[config.mk]
export PLATFORM = sky130hd
export DESIGN_NAME = vga_timing_generator
export DESIGN_NICKNAME = d
export VERILOG_FILES = /design/src/rtl/vga_timing_generator.sv
export SDC_FILE = /design/constraint.sdc
export NUM_CORES = 1
export LEC_CHECK = 0
export ABC_AREA = 1
export CAP_MARGIN = 20
export CORE_UTILIZATION = 60
export CTS_BUF_LIST = sky130_fd_sc_hd__clkbuf_4
export CTS_CLUSTER_DIAMETER = 60
export DETAILED_ROUTE_END_ITERATION = 6
export PLACE_DENSITY = 0.81
export SLEW_MARGIN = 20
export SYNTH_ARGS = -nofsm -noshare
export SYNTH_HDL_FRONTEND = slang
export SYNTH_SLANG_ARGS = --single-unit
[constraint.sdc]
create_clock -name clk_i -period 4.03 [get_ports clk_i]
set_clock_uncertainty 0.1 [all_clocks]
set_input_delay 0.6045 -clock clk_i [delete_from_list [all_inputs] [get_ports clk_i]]
set_output_delay 0.6045 -clock clk_i [all_outputs]
set_load 0.05 [all_outputs]
[src/rtl/vga_timing_generator.sv]
// VGA raster timing generator: registered syncs, active-video flag, raster coordinates and
// down-scaled framebuffer address, all advanced by a pixel-clock enable.
module vga_timing_generator #(
    parameter int unsigned H_TOTAL          = 800,
    parameter int unsigned V_TOTAL          = 524,
    parameter int unsigned H_ACTIVE         = 640,
    parameter int unsigned V_ACTIVE         = 480,
    parameter int unsigned H_FRONT_PORCH    = 16,
    parameter int unsigned V_FRONT_PORCH    = 11,
    parameter int unsigned H_BACK_PORCH     = 48,
    parameter int unsigned V_BACK_PORCH     = 31,
    parameter int unsigned HSYNC_ACTIVE_LOW = 1,
    parameter int unsigned VSYNC_ACTIVE_LOW = 1,
    parameter int unsigned SCALE            = 2
) (
    input  logic                                                 clk_i,
    input  logic                                                 reset_i,
    input  logic                                                 pix_en_i,
    output logic                                                 hsync_o,
    output logic                                                 vsync_o,
    output logic                                                 video_en_o,
    output logic [$clog2(H_ACTIVE)-1:0]                          x_o,
    output logic [$clog2(V_ACTIVE)-1:0]                          y_o,
    output logic [$clog2((H_ACTIVE/SCALE)*(V_ACTIVE/SCALE))-1:0] pixel_o,
    output logic                                                 frame_start_o,
    output logic                                                 line_start_o
);

    localparam int HSYNC_W = int'(H_TOTAL) - int'(H_ACTIVE) - int'(H_FRONT_PORCH)
                             - int'(H_BACK_PORCH);
    localparam int VSYNC_W = int'(V_TOTAL) - int'(V_ACTIVE) - int'(V_FRONT_PORCH)
                             - int'(V_BACK_PORCH);

    localparam int unsigned HW = $clog2(H_TOTAL);
    localparam int unsigned VW = $clog2(V_TOTAL);
    localparam int unsigned XW = $clog2(H_ACTIVE);
    localparam int unsigned YW = $clog2(V_ACTIVE);
    localparam int unsigned PW = $clog2((H_ACTIVE/SCALE)*(V_ACTIVE/SCALE));
    localparam int unsigned SW = (SCALE > 1) ? $clog2(SCALE) : 1;

    localparam int unsigned HS_FIRST = H_ACTIVE + H_FRONT_PORCH;
    localparam int unsigned HS_LAST  = H_TOTAL - H_BACK_PORCH - 1;
    localparam int unsigned VS_FIRST = V_ACTIVE + V_FRONT_PORCH;
    localparam int unsigned VS_LAST  = V_TOTAL - V_BACK_PORCH - 1;
    localparam int unsigned ROW_PIX  = H_ACTIVE / SCALE;

    localparam logic HS_IDLE = (HSYNC_ACTIVE_LOW != 0);
    localparam logic VS_IDLE = (VSYNC_ACTIVE_LOW != 0);

    if (HSYNC_W < 1) begin : g_bad_hsync
        $error("vga_timing_generator: horizontal sync width must be at least 1");
    end
    if (VSYNC_W < 1) begin : g_bad_vsync
        $error("vga_timing_generator: vertical sync width must be at least 1");
    end
    if ((H_ACTIVE % SCALE) != 0 || (V_ACTIVE % SCALE) != 0) begin : g_bad_scale
        $error("vga_timing_generator: active area must be divisible by SCALE");
    end

    logic [HW-1:0] h_q, h_d;
    logic [VW-1:0] v_q, v_d;
    logic [SW-1:0] xsub_q, xsub_d, ysub_q, ysub_d;
    logic [PW-1:0] col_q, col_d, base_q, base_d;

    logic          hsync_d, vsync_d, video_d, frame_d, line_d, active;
    logic [XW-1:0] x_d;
    logic [YW-1:0] y_d;
    logic [PW-1:0] pixel_d;

    // Position and the incremental address terms for the position entered on this edge.
    // base/col are frozen at the last active row/column so they never exceed the address range.
    always_comb begin
        h_d    = h_q;
        v_d    = v_q;
        xsub_d = xsub_q;
        ysub_d = ysub_q;
        col_d  = col_q;
        base_d = base_q;
        if (pix_en_i) begin
            if (h_q == HW'(H_TOTAL - 1)) begin
                h_d    = '0;
                xsub_d = '0;
                col_d  = '0;
                if (v_q == VW'(V_TOTAL - 1)) begin
                    v_d    = '0;
                    ysub_d = '0;
                    base_d = '0;
                end else begin
                    v_d = v_q + 1'b1;
                    if (ysub_q == SW'(SCALE - 1)) begin
                        ysub_d = '0;
                        if (v_q < VW'(V_ACTIVE - 1)) begin
                            base_d = base_q + PW'(ROW_PIX);
                        end
                    end else begin
                        ysub_d = ysub_q + 1'b1;
                    end
                end
            end else begin
                h_d = h_q + 1'b1;
                if (xsub_q == SW'(SCALE - 1)) begin
                    xsub_d = '0;
                    if (h_q < HW'(H_ACTIVE - 1)) begin
                        col_d = col_q + 1'b1;
                    end
                end else begin
                    xsub_d = xsub_q + 1'b1;
                end
            end
        end
    end

    always_comb begin
        active  = (h_d < HW'(H_ACTIVE)) && (v_d < VW'(V_ACTIVE));
        hsync_d = hsync_o;
        vsync_d = vsync_o;
        video_d = video_en_o;
        x_d     = x_o;
        y_d     = y_o;
        pixel_d = pixel_o;
        frame_d = 1'b0;
        line_d  = 1'b0;
        if (pix_en_i) begin
            hsync_d = ((h_d >= HW'(HS_FIRST)) && (h_d <= HW'(HS_LAST))) ^ HS_IDLE;
            vsync_d = ((v_d >= VW'(VS_FIRST)) && (v_d <= VW'(VS_LAST))) ^ VS_IDLE;
            video_d = active;
            x_d     = active ? h_d[XW-1:0] : '0;
            y_d     = active ? v_d[YW-1:0] : '0;
            pixel_d = active ? (base_d + col_d) : '0;
            frame_d = (h_d == '0) && (v_d == '0);
            line_d  = (h_d == '0);
        end
    end

    always_ff @(posedge clk_i or posedge reset_i) begin
        if (reset_i) begin
            h_q           <= HW'(H_TOTAL - 1);
            v_q           <= VW'(V_TOTAL - 1);
            xsub_q        <= '0;
            ysub_q        <= '0;
            col_q         <= '0;
            base_q        <= '0;
            hsync_o       <= HS_IDLE;
            vsync_o       <= VS_IDLE;
            video_en_o    <= 1'b0;
            x_o           <= '0;
            y_o           <= '0;
            pixel_o       <= '0;
            frame_start_o <= 1'b0;
            line_start_o  <= 1'b0;
        end else begin
            h_q           <= h_d;
            v_q           <= v_d;
            xsub_q        <= xsub_d;
            ysub_q        <= ysub_d;
            col_q         <= col_d;
            base_q        <= base_d;
            hsync_o       <= hsync_d;
            vsync_o       <= vsync_d;
            video_en_o    <= video_d;
            x_o           <= x_d;
            y_o           <= y_d;
            pixel_o       <= pixel_d;
            frame_start_o <= frame_d;
            line_start_o  <= line_d;
        end
    end

endmodule

==> summary.txt, run 1 <==
Setup path
  – Setup CP Type: flip-flop to flip-flop
  – Most frequent CP cell: nand2_1
  – Slowest cell on crit path: dfstp_2
  – Required @ worst endpoint: 4.31 ns
  – RR Startpoint: h_q[1]
  – Reg-to-reg setup timing slack: 0.25 ns
  – Crit path to: pixel_o[15]
  – Worst Setup Start Kind: flip-flop
  – Reg2reg path depth: 19
  – CP startpoint: h_q[1]
  – Reg2Reg Capture Point: pixel_o[15]
  – Critical path arrival: 4.06 ns
  – Crit path depth: 19
  – CP peak stage delay: 0.58 ns
  – Crit path max-delay family: simple AND/OR/NAND/NOR gates
  – Critical path capture point type: flip-flop
  – CP Cell Sequence: ha_1, inv_1, nor2_4, nand3_1, clkinv_1, nand2_2, inv_1, nand4_4, or2_2, o21ai_0, a21oi_1, ha_1, nand2_1, o21ai_0, a21oi_1, nand2_1, nand2_1, nand3_1, nand2_1
  – Max Fanout on Critical Path: 7
  – Buf+Inv Stages, Crit Path: 3

CTS
  – Root buffer cell: clkbuf_4
  – CTS clk-pin slew, worst paths: 0.16 ns
  – Hold-fix buffers, CTS: 0
  – CTS tree: done
  – CTS Buffer Depth: 2
  – CTS sink count: 97
  – H-tree depth: 3
  – Clock latency at the later pin of the worst-skew pair: 0.47 ns
  – Num CTS Buffers: 9

Cells and area
  – Area delta synth->final: 14.57%
  – Ant diodes: 0
  – Nets: 798
  – Fin area: 0.006436 mm2
  – FF+latch area: 0.002444 mm2
  – Area of the multi-input gates: 0.002804 mm2
  – Filler cell count: 702
  – Layout cells sized above 1: 0.1232

Logic synthesis
  – Mapped cell area: 0.005618 mm2
  – Async SR Flop Fraction: 1.000
  – Yosys reg bits: 97
  – Post-synthesis sequential area ratio: 0.4350
  – Post-synth top flop: dfrtp_1
  – Cell variety after synth: 46
  – Synthesized instance count: 715
  – Top cell type's share of synthesized area: 0.3742
  – Top cells by area, synth: dfrtp_1, nand2_1, dfstp_2
  – Simple-gate share of the synthesized area: 0.2764
  – Post-synth EDFFs: 0
  – Leading area contributor after synthesis: dfrtp_1
  – Commonest cells post-synth: nand2_1, dfrtp_1, inv_1
  – Mux contribution to synthesized area: 0
  – Yosys Warn Count: 0
  – Adder-Cell Fraction of Synth Area: 0.04811
  – Synth Area in Compound Gates: 0.1316
  – Main combinational cell family by area after synthesis: simple AND/OR/NAND/NOR gates
  – Net count after synthesis: 739
  – Most numerous cell in the Yosys netlist: nand2_1
  – XOR/XNOR Fraction of Synth Area: 0.03742
  – Avg Inst Size Synth: 7.857 um2

Placed design
  – GPL Wtd Cong: 0.9745
  – Area after DPL: 0.006257 mm2
  – Pre-CTS WS: -0.02426 ns
  – Port Buffers: 43
  – Post-DP HPWL: 10.85 mm

Route
  – DRT antenna net count: 0
  – Remaining DRCs: 0
  – Initial DRC count: 261
  – 1st-pass router iterations: 5
  – Vias/cell: 5.661
  – WL final: 14.20 mm
  – Vias: 5021
  – Routed WL per cell: 16.01 um

Pwr
  – Lkg Pwr: 3.142 nW
  – Max IR drop VDD: 0.2634 mV
  – Pwr dens: 365.1 mW/mm2

Global route
  – Total grt overflow: 0
  – Gr usage total: 0.3132
  – Met3 Use GR: 0.04397
  – Grt met1 use: 0.3837
  – Initial antenna violation count: 0
  – Met2 GRT Util: 0.5342
  – Largest net degree at the start of global routing: 49
  – First-pass GRT wire length: 23.80 mm
  – Gr busiest metal: met2
  – Vias in the first global route: 5057

STA
  – Fin crit period: 3.783 ns
  – Fin. Hold Viols: 0
  – Worst Tran Pin Value: 0.8844 ns
  – Max_slew headroom: 0.4097
  – Pins over their slew limit: 0
  – Tcrit/Tclk final: 0.9386
  – Final setup vio count: 0
  – Setup WS post-layout: 0.2475 ns
  – Max Clk Rate: 264.4 MHz

Run status
  – Run status: finished, final reports clean

Die
  – IO Count: 44
  – Floorplan row count: 34
  – Die area: 0.009755 mm2
  – Starting density of the core: 0.6319
  – Core ar.: 0.008891 mm2
  – Die X: 98.77 um
  – Die H: 98.77 um

Worst hold path
  – Hold Path Class: flip-flop to flip-flop

Run
  – Max-Cap Viols: 0
-- power by group --
part | internal, mW | total [mW] | switching [mW]
Combinational | 0.206 | 0.628 | 0.421
Clock | 0.204 | 0.558 | 0.354
Sequential | 1.07 | 1.16 | 0.0912
-- flip-flops by register name, summed over array words and instances (netlist names), named ones only --
register and flops:
hsync_o 1, y_o 9, video_en_o 1, v_q 10, line_start_o 1, pixel_o 17, x_o 10, ysub_q 1
xsub_q 1, vsync_o 1, h_q 10, base_q 17, col_q 16, frame_start_o 1
-- what timing repair did --
action | 4_1_cts | 5_1_grt
setup endpoints to repair | 0 | 4
gates resized for setup | 0 | 8
endpoints found under the hold margin | 0 | 0
setup buffers | 0 | 0
-- cells by family (layout without fill, tap and decap cells) --
logic type                 count (synthesis)  after routing
AOI/OAI and AO/OA                        123            123
xor gates and xnor gates                  24             24
adders and majority gates                 21             21
buffers and inverters                    101            165
DFF                                       97             97
and+or+nand+nor                          349            349
-- worst min path at each step --
stage,end,cells past startpoint,startpoint
floorplan,base_q[0],2,base_q[0]
global placement,video_en_o,2,video_en_o
detailed placement,video_en_o,2,video_en_o
CTS,pixel_o[2],2,pixel_o[2]
global route,x_o[7],2,x_o[7]
finish,pixel_o[2],2,pixel_o[2]
-- worst reg2reg max path: stages, from the launching register on --
cell,delay [ns]
dfstp_2,0.58
ha_1,0.17
inv_1,0.07
nor2_4,0.17
nand3_1,0.17
clkinv_1,0.11
nand2_2,0.12
inv_1,0.15
nand4_4,0.14
or2_2,0.32
o21ai_0,0.17
a21oi_1,0.09
ha_1,0.36
nand2_1,0.11
o21ai_0,0.40
a21oi_1,0.19
nand2_1,0.11
nand2_1,0.05
nand3_1,0.08
nand2_1,0.06
-- layout make-up --
cell class,instances,area share
clock buffers,10,0.01166
clock inverters,6,0.01128
inverters,90,0.05327
multi-input cells,517,0.4357
flip-flops and latches,97,0.3797
well taps,108,0.02100
repair buffers,59,0.08748
-- placed cells by master (no fill, tap or decap), types with 18 or more instances in the layout --
cell | netlist | final
nand4_1 | 18 | 18
nand3_1 | 42 | 42
inv_1 | 82 | 80
a21oi_1 | 34 | 33
o21ai_2 | 19 | 19
ha_1 | 20 | 20
nor2_1 | 67 | 67
o21ai_0 | 51 | 50
nand2_1 | 186 | 185
clkdlybuf4s50_1 | 0 | 43
dfrtp_1 | 84 | 84
-- per-layer routing --
metal | share of wire | vias up
li1 | - | 2459
met1 | 0.43 | 2353
met2 | 0.48 | 163
met3 | 0.044 | 46
met4 | 0.044 | 0
met5 | 0 | -
-- per-stage QoR --
stage | utilization | TNS [ns] | instances | power (mW) | hold slack, ns
6_report | 0.7239 | 0 | 887 | 2.350 | 0.3995
5_1_grt | 0.7239 | -0.001467 | 887 | 2.477 | 0.4272
4_1_cts | 0.7204 | 0 | 887 | 2.341 | 0.4032
3_5_place_dp | 0.7038 | -0.04904 | 871 | 1.787 | 0.3673
3_3_place_gp | 0.7038 | 0 | 871 | 1.762 | 0.3617
2_1_floorplan | - | 0 | 715 | 1.611 | 0.3679
No activity file was read; power rests on OpenSTA's default activity.
==> run 2, diff against run 1 <==
--- a/config.mk
+++ b/config.mk
@@ -7,11 +7,11 @@
 export LEC_CHECK = 0
 export ABC_AREA = 1
 export CAP_MARGIN = 20
-export CORE_UTILIZATION = 60
+export CORE_UTILIZATION = 57
 export CTS_BUF_LIST = sky130_fd_sc_hd__clkbuf_4
 export CTS_CLUSTER_DIAMETER = 60
 export DETAILED_ROUTE_END_ITERATION = 6
-export PLACE_DENSITY = 0.81
+export PLACE_DENSITY = 0.77
 export SLEW_MARGIN = 20
 export SYNTH_ARGS = -nofsm -noshare
 export SYNTH_HDL_FRONTEND = slang
==> run 2 against run 1 <==
  * Global-route usage is 1.2 points lower
  * Largest cell class unchanged
  * Flip-flop and latch count stayed put
  * Sequential share of layout area decreased by 0.21 points
  * Clock power is 0.7% lower
  * Via count fell by 0.80%
==> summary.txt, run 2 (synthesis gave the netlist of run 1 again) <==
Die
  – Die X: 101.3 um (was 98.77 um)
  – Core ar.: 0.009371 mm2 (was 0.008891 mm2)
  – Starting density of the core: 0.5995 (was 0.6319)
  – IO Count: 44 (unchanged)
  – Die area: 0.01026 mm2 (was 0.009755 mm2)
  – Die H: 101.3 um (was 98.77 um)
  – Floorplan row count: 35 (was 34)

Setup path
  – Critical path capture point type: flip-flop (unchanged)
  – Setup CP Type: flip-flop to flip-flop (unchanged)
  – Worst Setup Start Kind: flip-flop (unchanged)
  – Max Fanout on Critical Path: 7 (unchanged)
  – Required @ worst endpoint: 4.30 ns (was 4.31 ns)
  – Reg2reg path depth: 18 (was 19)
  – Critical path arrival: 4.01 ns (was 4.06 ns)

Cells and area
  – Area delta synth->final: 15.19% (was 14.57%)
  – Ant diodes: 0 (unchanged)
  – Filler cell count: 806 (was 702)
  – Final Util: 0.6905 (was 0.7239)
  – Commonest non-fill, non-tap cell in the layout: nand2_1 (unchanged)
  – Nets: 798 (unchanged)
  – Commonest cells after routing, fill and taps aside: nand2_1, dfrtp_1, inv_1 (unchanged)
  – Layout cells sized above 1: 0.1284 (was 0.1232)
  – Top flop regs: base_q x17, pixel_o x17, col_q x16 (unchanged)

STA
  – Final setup vio count: 0 (unchanged)
  – TNS Setup: 0 ns (unchanged)
  – Fin crit period: 3.743 ns (was 3.783 ns)
  – Tcrit/Tclk final: 0.9289 (was 0.9386)
  – Pins over their slew limit: 0 (unchanged)
  – Worst Tran Pin Value: 0.8184 ns (was 0.8844 ns)
  – Fin. Hold Viols: 0 (unchanged)
  – Max Clk Rate: 267.1 MHz (was 264.4 MHz)
  – Max_slew headroom: 0.4544 (was 0.4097)
  – RSZ-0062 raised after global routing: false

Pwr
  – Comb pwr share: 0.270 (was 0.267)
  – Pwr dens: 362.8 mW/mm2 (was 365.1 mW/mm2)
  – P_sw: 866.7 uW (was 866.8 uW)
  – Sequential Power Share: 0.494 (was 0.495)
  – Clock Power Share: 0.236 (was 0.238)
  – Int Power: 1.481 mW (was 1.483 mW)
  – Switch share: 0.3691 (was 0.3689)
  – Max IR drop VDD: 0.2908 mV (was 0.2634 mV)
  – Lkg Pwr: 3.138 nW (was 3.142 nW)

CTS
  – CTS Buffer Depth: 2 (unchanged)
  – Clock latency at the later pin of the worst-skew pair: 0.47 ns (about the same)
  – Root buffer cell: clkbuf_4 (unchanged)
  – Num CTS Buffers: 9 (unchanged)
  – Hold-fix buffers, CTS: 0 (unchanged)
  – Setup repair bufs after CTS: 0 (unchanged)
  – CTS tree: done (unchanged)
  – CTS sink count: 97 (unchanged)
  – CTS clk-pin slew, worst paths: 0.16 ns (about the same)
  – H-tree depth: 3 (unchanged)

Route
  – WL final: 14.05 mm (was 14.20 mm)
  – Remaining DRCs: 0 (unchanged)
  – Vias/cell: 5.486 (was 5.661)
  – Routed WL per cell: 15.47 um (was 16.01 um)
  – DRT antenna net count: 0 (unchanged)
  – 1st-pass router iterations: 5 (unchanged)
  – Vias: 4981 (was 5021)
  – Initial DRC count: 209 (was 261)

Placed design
  – Post-DP HPWL: 10.80 mm (was 10.85 mm)
  – Port Buffers: 43 (unchanged)
  – GPL Wtd Cong: 0.9036 (was 0.9745)

Run
  – Max-Cap Viols: 0 (unchanged)

Run status
  – Run status: finished, final reports clean (unchanged)

Global route
  – First-pass GRT wire length: 23.67 mm (was 23.80 mm)
  – Gr usage total: 0.3011 (was 0.3132)
  – Initial antenna violation count: 0 (unchanged)
  – Vias in the first global route: 4926 (was 5057)
  – Total grt overflow: 0 (unchanged)
  – Largest net degree at the start of global routing: 51 (was 49)

Worst hold path
  – Worst hold path depth: 2 (unchanged)
  – Hold Path Class: flip-flop to flip-flop (unchanged)
-- run 2: layout make-up --
class	instances	area, um2	share of cell area
clock buffers	9	67.56	0.01044
flip-flops and latches	97	2444	0.3776
inverters	90	342.8	0.05298
repair buffers	59	563.0	0.08701
clock inverters	7	78.83	0.01218
multi-input cells	517	2814	0.4348
well taps	129	161.4	0.02494
-- run 2: worst max-delay path: stages (launching register included) --
cell      delay, ns
dfstp_2        0.58
ha_1           0.18
inv_1          0.07
nor2_4         0.18
nand3_1        0.20
clkinv_1       0.13
nand2_2        0.11
inv_2          0.14
nand4_4        0.13
or2_2          0.31
o21ai_0        0.16
a21oi_1        0.09
ha_1           0.36
nand2_1        0.13
nor2_1         0.21
nand2_1        0.07
o21ai_0        0.22
xor2_1         0.21
o21ai_2        0.08
-- run 2: power groups by stage --
stage / registers, mW / clock network, mW / logic (mW)
after floorplan: 1.17 / 0 / 0.445
after global placement: 1.17 / 0 / 0.596
after detailed placement: 1.17 / 0 / 0.615
after CTS: 1.16 / 0.567 / 0.617
after global routing: 1.17 / 0.602 / 0.713
final: 1.16 / 0.554 / 0.634
-- run 2: routing by layer --
layer | vias up | global-route usage | part of all wire
met2 | 136 | 0.5186 | 0.50
li1 | 2460 | - | -
met4 | 0 | 0.1416 | 0.029
met3 | 27 | 0.05176 | 0.039
met5 | - | 0 | 0
met1 | 2358 | 0.3691 | 0.43
-- run 2: path summary, 6_finish.rpt --
| kind | from | slack (ns) | end |
|---|---|---|---|
| min in group asynchronous | reset_i | 0.46 | h_q[7] |
| setup reg to reg | h_q[0] | 0.29 | pixel_o[14] |
| max in group asynchronous | reset_i | 2.65 | pixel_o[9] |
| hold / removal | pixel_o[15] | 0.40 | pixel_o[15] |
| hold reg to reg | pixel_o[15] | 0.40 | pixel_o[15] |
| setup / recovery | h_q[0] | 0.29 | pixel_o[14] |
-- run 2: repair_timing --
item / CTS / global route
endpoints found under the setup margin: 0 / 8
endpoints found under the hold margin: 0 / 0
gates resized for setup: 0 / 14
-- run 2: stage by stage --
| stage | power (mW) | hold WS [ns] | std cells | instance area, um2 | setup slack, ns |
|---|---|---|---|---|---|
| after detailed placement | 1.788 | 0.3663 | 892 | 6284 | 0.03363 |
| after floorplan | 1.611 | 0.3679 | 715 | 5618 | 0.5659 |
| final | 2.348 | 0.4013 | 908 | 6471 | 0.2867 |
| after global placement | 1.769 | 0.3632 | 892 | 6284 | 0.09041 |
| after global routing | 2.487 | 0.4142 | 908 | 6471 | 0.03604 |
| after CTS | 2.342 | 0.4043 | 908 | 6430 | 0.1214 |
==> run 3, diff against run 2 <==
--- a/config.mk
+++ b/config.mk
@@ -7,11 +7,11 @@
 export LEC_CHECK = 0
 export ABC_AREA = 1
 export CAP_MARGIN = 20
-export CORE_UTILIZATION = 57
+export CORE_UTILIZATION = 55
 export CTS_BUF_LIST = sky130_fd_sc_hd__clkbuf_4
 export CTS_CLUSTER_DIAMETER = 60
 export DETAILED_ROUTE_END_ITERATION = 6
-export PLACE_DENSITY = 0.77
+export PLACE_DENSITY = 0.78
 export SLEW_MARGIN = 20
 export SYNTH_ARGS = -nofsm -noshare
 export SYNTH_HDL_FRONTEND = slang
==> constraint.sdc (replaced) <==
create_clock -name clk_i -period 3.2 [get_ports clk_i]
set_clock_uncertainty 0.1 [all_clocks]
set_input_delay 0.48 -clock clk_i [delete_from_list [all_inputs] [get_ports clk_i]]
set_output_delay 0.48 -clock clk_i [all_outputs]
set_load 0.05 [all_outputs]
==> run 3 against run 2 <==
  * Routed wire length grew 22%
  * Hold slack worse by 0.048 ns
  * Critical endpoint is now pixel_o[13]
  * Final cell count is 14% higher
  * Combinational power is 110% higher
  * The flow now finishes with violations (setup timing)
  * Non-clock buffer count grew 123
  * Total power rose by 49%
  * Largest power group unchanged
  * Utilization rose by 13 points
==> summary.txt, run 3 (synthesis gave the netlist of run 1 again) <==
Run status
  – Run status: complete, but fails checks (was finished, final reports clean)
  – Failing checks: setup timing

STA
  – Fin crit period: 3.303 ns (was 3.743 ns)
  – Setup WS post-layout: -0.1026 ns (was 0.2867 ns)
  – Max_slew headroom: 0.5149 (was 0.4544)
  – RSZ-0062 raised after global routing: true (was false)
  – Final setup vio count: 4 (was 0)
  – Tcrit/Tclk final: 1.032 (was 0.9289)
  – Max Clk Rate: 302.8 MHz (was 267.1 MHz)
  – Fin. Hold Viols: 0 (unchanged)
  – Worst Tran Pin Value: 0.7277 ns (was 0.8184 ns)
  – Pins over their slew limit: 0 (unchanged)

Pwr
  – Lkg Pwr: 3.832 nW (was 3.138 nW)
  – Pwr dens: 434.6 mW/mm2 (was 362.8 mW/mm2)
  – Max IR drop VDD: 0.2980 mV (was 0.2908 mV)

Global route
  – Gr usage total: 0.3261 (was 0.3011)
  – Largest net degree at the start of global routing: 57 (was 51)
  – First-pass GRT wire length: 25.95 mm (was 23.67 mm)
  – Initial antenna violation count: 0 (unchanged)
  – Vias in the first global route: 5509 (was 4926)
  – Total grt overflow: 0 (unchanged)

Cells and area
  – Top flop regs: base_q x17, pixel_o x17, col_q x16 (unchanged)
  – Area delta synth->final: 43.10% (was 15.19%)
  – Nets: 921 (was 798)
  – Layout cells sized above 1: 0.3636 (was 0.1284)
  – Fin area: 0.008039 mm2 (was 0.006471 mm2)
  – Cell Count, Final, Fillers Out: 1035 (was 908)
  – Commonest cells after routing, fill and taps aside: nand2_1, buf_4, dfrtp_1 (was nand2_1, dfrtp_1, inv_1)
  – Commonest non-fill, non-tap cell in the layout: nand2_1 (unchanged)
  – Ant diodes: 0 (unchanged)

Placed design
  – Post-DP HPWL: 11.84 mm (was 10.80 mm)
  – Port Buffers: 43 (unchanged)
  – Placed Cells: 986 (was 892)
  – Area after DPL: 0.006992 mm2 (was 0.006284 mm2)
  – GPL Wtd Cong: 0.8938 (was 0.9036)

Setup path
  – Worst Setup Start Kind: flip-flop (unchanged)
  – Required @ worst endpoint: 3.48 ns (was 4.30 ns)
  – Setup CP Type: flip-flop to flip-flop (unchanged)
  – Max Fanout on Critical Path: 5 (was 7)
  – Critical path arrival: 3.58 ns (was 4.01 ns)
  – Critical path capture point type: flip-flop (unchanged)
  – Reg2reg path depth: 21 (was 18)
  – CP startpoint: h_q[0] (unchanged)
  – RR Startpoint: h_q[0] (unchanged)
  – Reg2Reg Capture Point: pixel_o[13] (was pixel_o[14])
  – Reg-to-reg setup timing slack: -0.10 ns (was 0.29 ns)

Route
  – Vias/cell: 5.491 (was 5.486)
  – DRT antenna net count: 0 (unchanged)
  – 1st-pass router iterations: 5 (unchanged)
  – Routed WL per cell: 16.61 um (was 15.47 um)
  – Vias: 5683 (was 4981)
  – WL final: 17.19 mm (was 14.05 mm)
  – Initial DRC count: 259 (was 209)
  – Remaining DRCs: 0 (unchanged)

CTS
  – CTS clk-pin slew, worst paths: 0.15 ns (was 0.16 ns)
  – H-tree depth: 3 (unchanged)
  – Clock latency at the later pin of the worst-skew pair: 0.48 ns (was 0.47 ns)
  – CTS Buffer Depth: 2 (unchanged)
  – Hold-fix buffers, CTS: 0 (unchanged)
  – Root buffer cell: clkbuf_4 (unchanged)
  – Num CTS Buffers: 9 (unchanged)
  – CTS sink count: 97 (unchanged)
  – CTS tree: done (unchanged)

Die
  – Starting density of the core: 0.5721 (was 0.5995)
  – Die area: 0.01062 mm2 (was 0.01026 mm2)
  – Die H: 103.1 um (was 101.3 um)
  – Die X: 103.1 um (was 101.3 um)
  – IO Count: 44 (unchanged)
  – Core ar.: 0.009819 mm2 (was 0.009371 mm2)
  – Floorplan row count: 36 (was 35)

Run
  – Max-Cap Viols: 0 (unchanged)

Worst hold path
  – Hold Path Class: input pin to asynchronous set/reset pin (was flip-flop to flip-flop)
run 3: cell type report:
type	count	area [um2]
timing repair buffer	182	1536
clock inverter	3	42.54
multi-input combinational	517	3397
clock buffer	13	97.59
inverter	90	355.3
sequential	97	2444
tap	133	166.4
fill	647	1780
run 3: worst max path at each step:
stage	end	slack [ns]	cells after the start
floorplan	pixel_o[10]	0.01	19
global placement	pixel_o[11]	-0.44	14
detailed placement	pixel_o[11]	-0.47	15
CTS	pixel_o[13]	-0.01	21
global route	pixel_o[16]	-0.19	21
finish	pixel_o[13]	-0.10	21
run 3: routing by layer:
| metal | vias up | global-route usage | part of all wire |
|---|---|---|---|
| met2 | 189 | 0.5672 | 0.51 |
| met1 | 2742 | 0.3907 | 0.41 |
| met4 | 0 | 0.1300 | 0.033 |
| met5 | - | 0 | 0 |
| li1 | 2705 | - | - |
| met3 | 47 | 0.07525 | 0.048 |
run 3: what timing repair did:
action | CTS | global route
gates resized for setup | 84 | 89
gates cloned | 0 | 0
pin swaps | 34 | 59
endpoints found under the setup margin | 11 | 12
setup buffers | 19 | 15
run 3: power breakdown:
group | total, mW | switching (mW) | internal (mW) | leakage, nW
registers | 1.45 | 0.102 | 1.35 | 1.19
clock network | 0.695 | 0.422 | 0.273 | 0.0780
logic | 1.35 | 0.751 | 0.597 | 2.57
run 3: critical path, cell delays in order, from the launching register on:
cell and delay [ns]:
dfstp_2 0.59, ha_4 0.14, inv_2 0.04, nor2_4 0.10, buf_6 0.13, nand3_4 0.09
inv_4 0.07, nand2_2 0.05, buf_4 0.17, o21ai_0 0.10, a21oi_2 0.07, ha_1 0.36
a21oi_2 0.19, nand2_2 0.12, a31oi_4 0.22, buf_6 0.13, nand3b_1 0.13, nand2_2 0.09
nor2_1 0.11, nor2_1 0.06, nand2_1 0.08, nand2_1 0.05
run 3: through the flow:
stage	util	power, mW	setup TNS (ns)	hold WS [ns]	setup WS (ns)
floorplan	-	2.031	0	0.3679	0.01162
global placement	0.7120	2.436	-3.367	0.3638	-0.4416
detailed placement	0.7120	2.469	-3.845	0.3638	-0.4709
CTS	0.7696	3.295	-0.02278	0.3647	-0.01380
global route	0.8187	3.668	-1.226	0.4113	-0.1898
finish	0.8187	3.494	-0.1743	0.3531	-0.1026
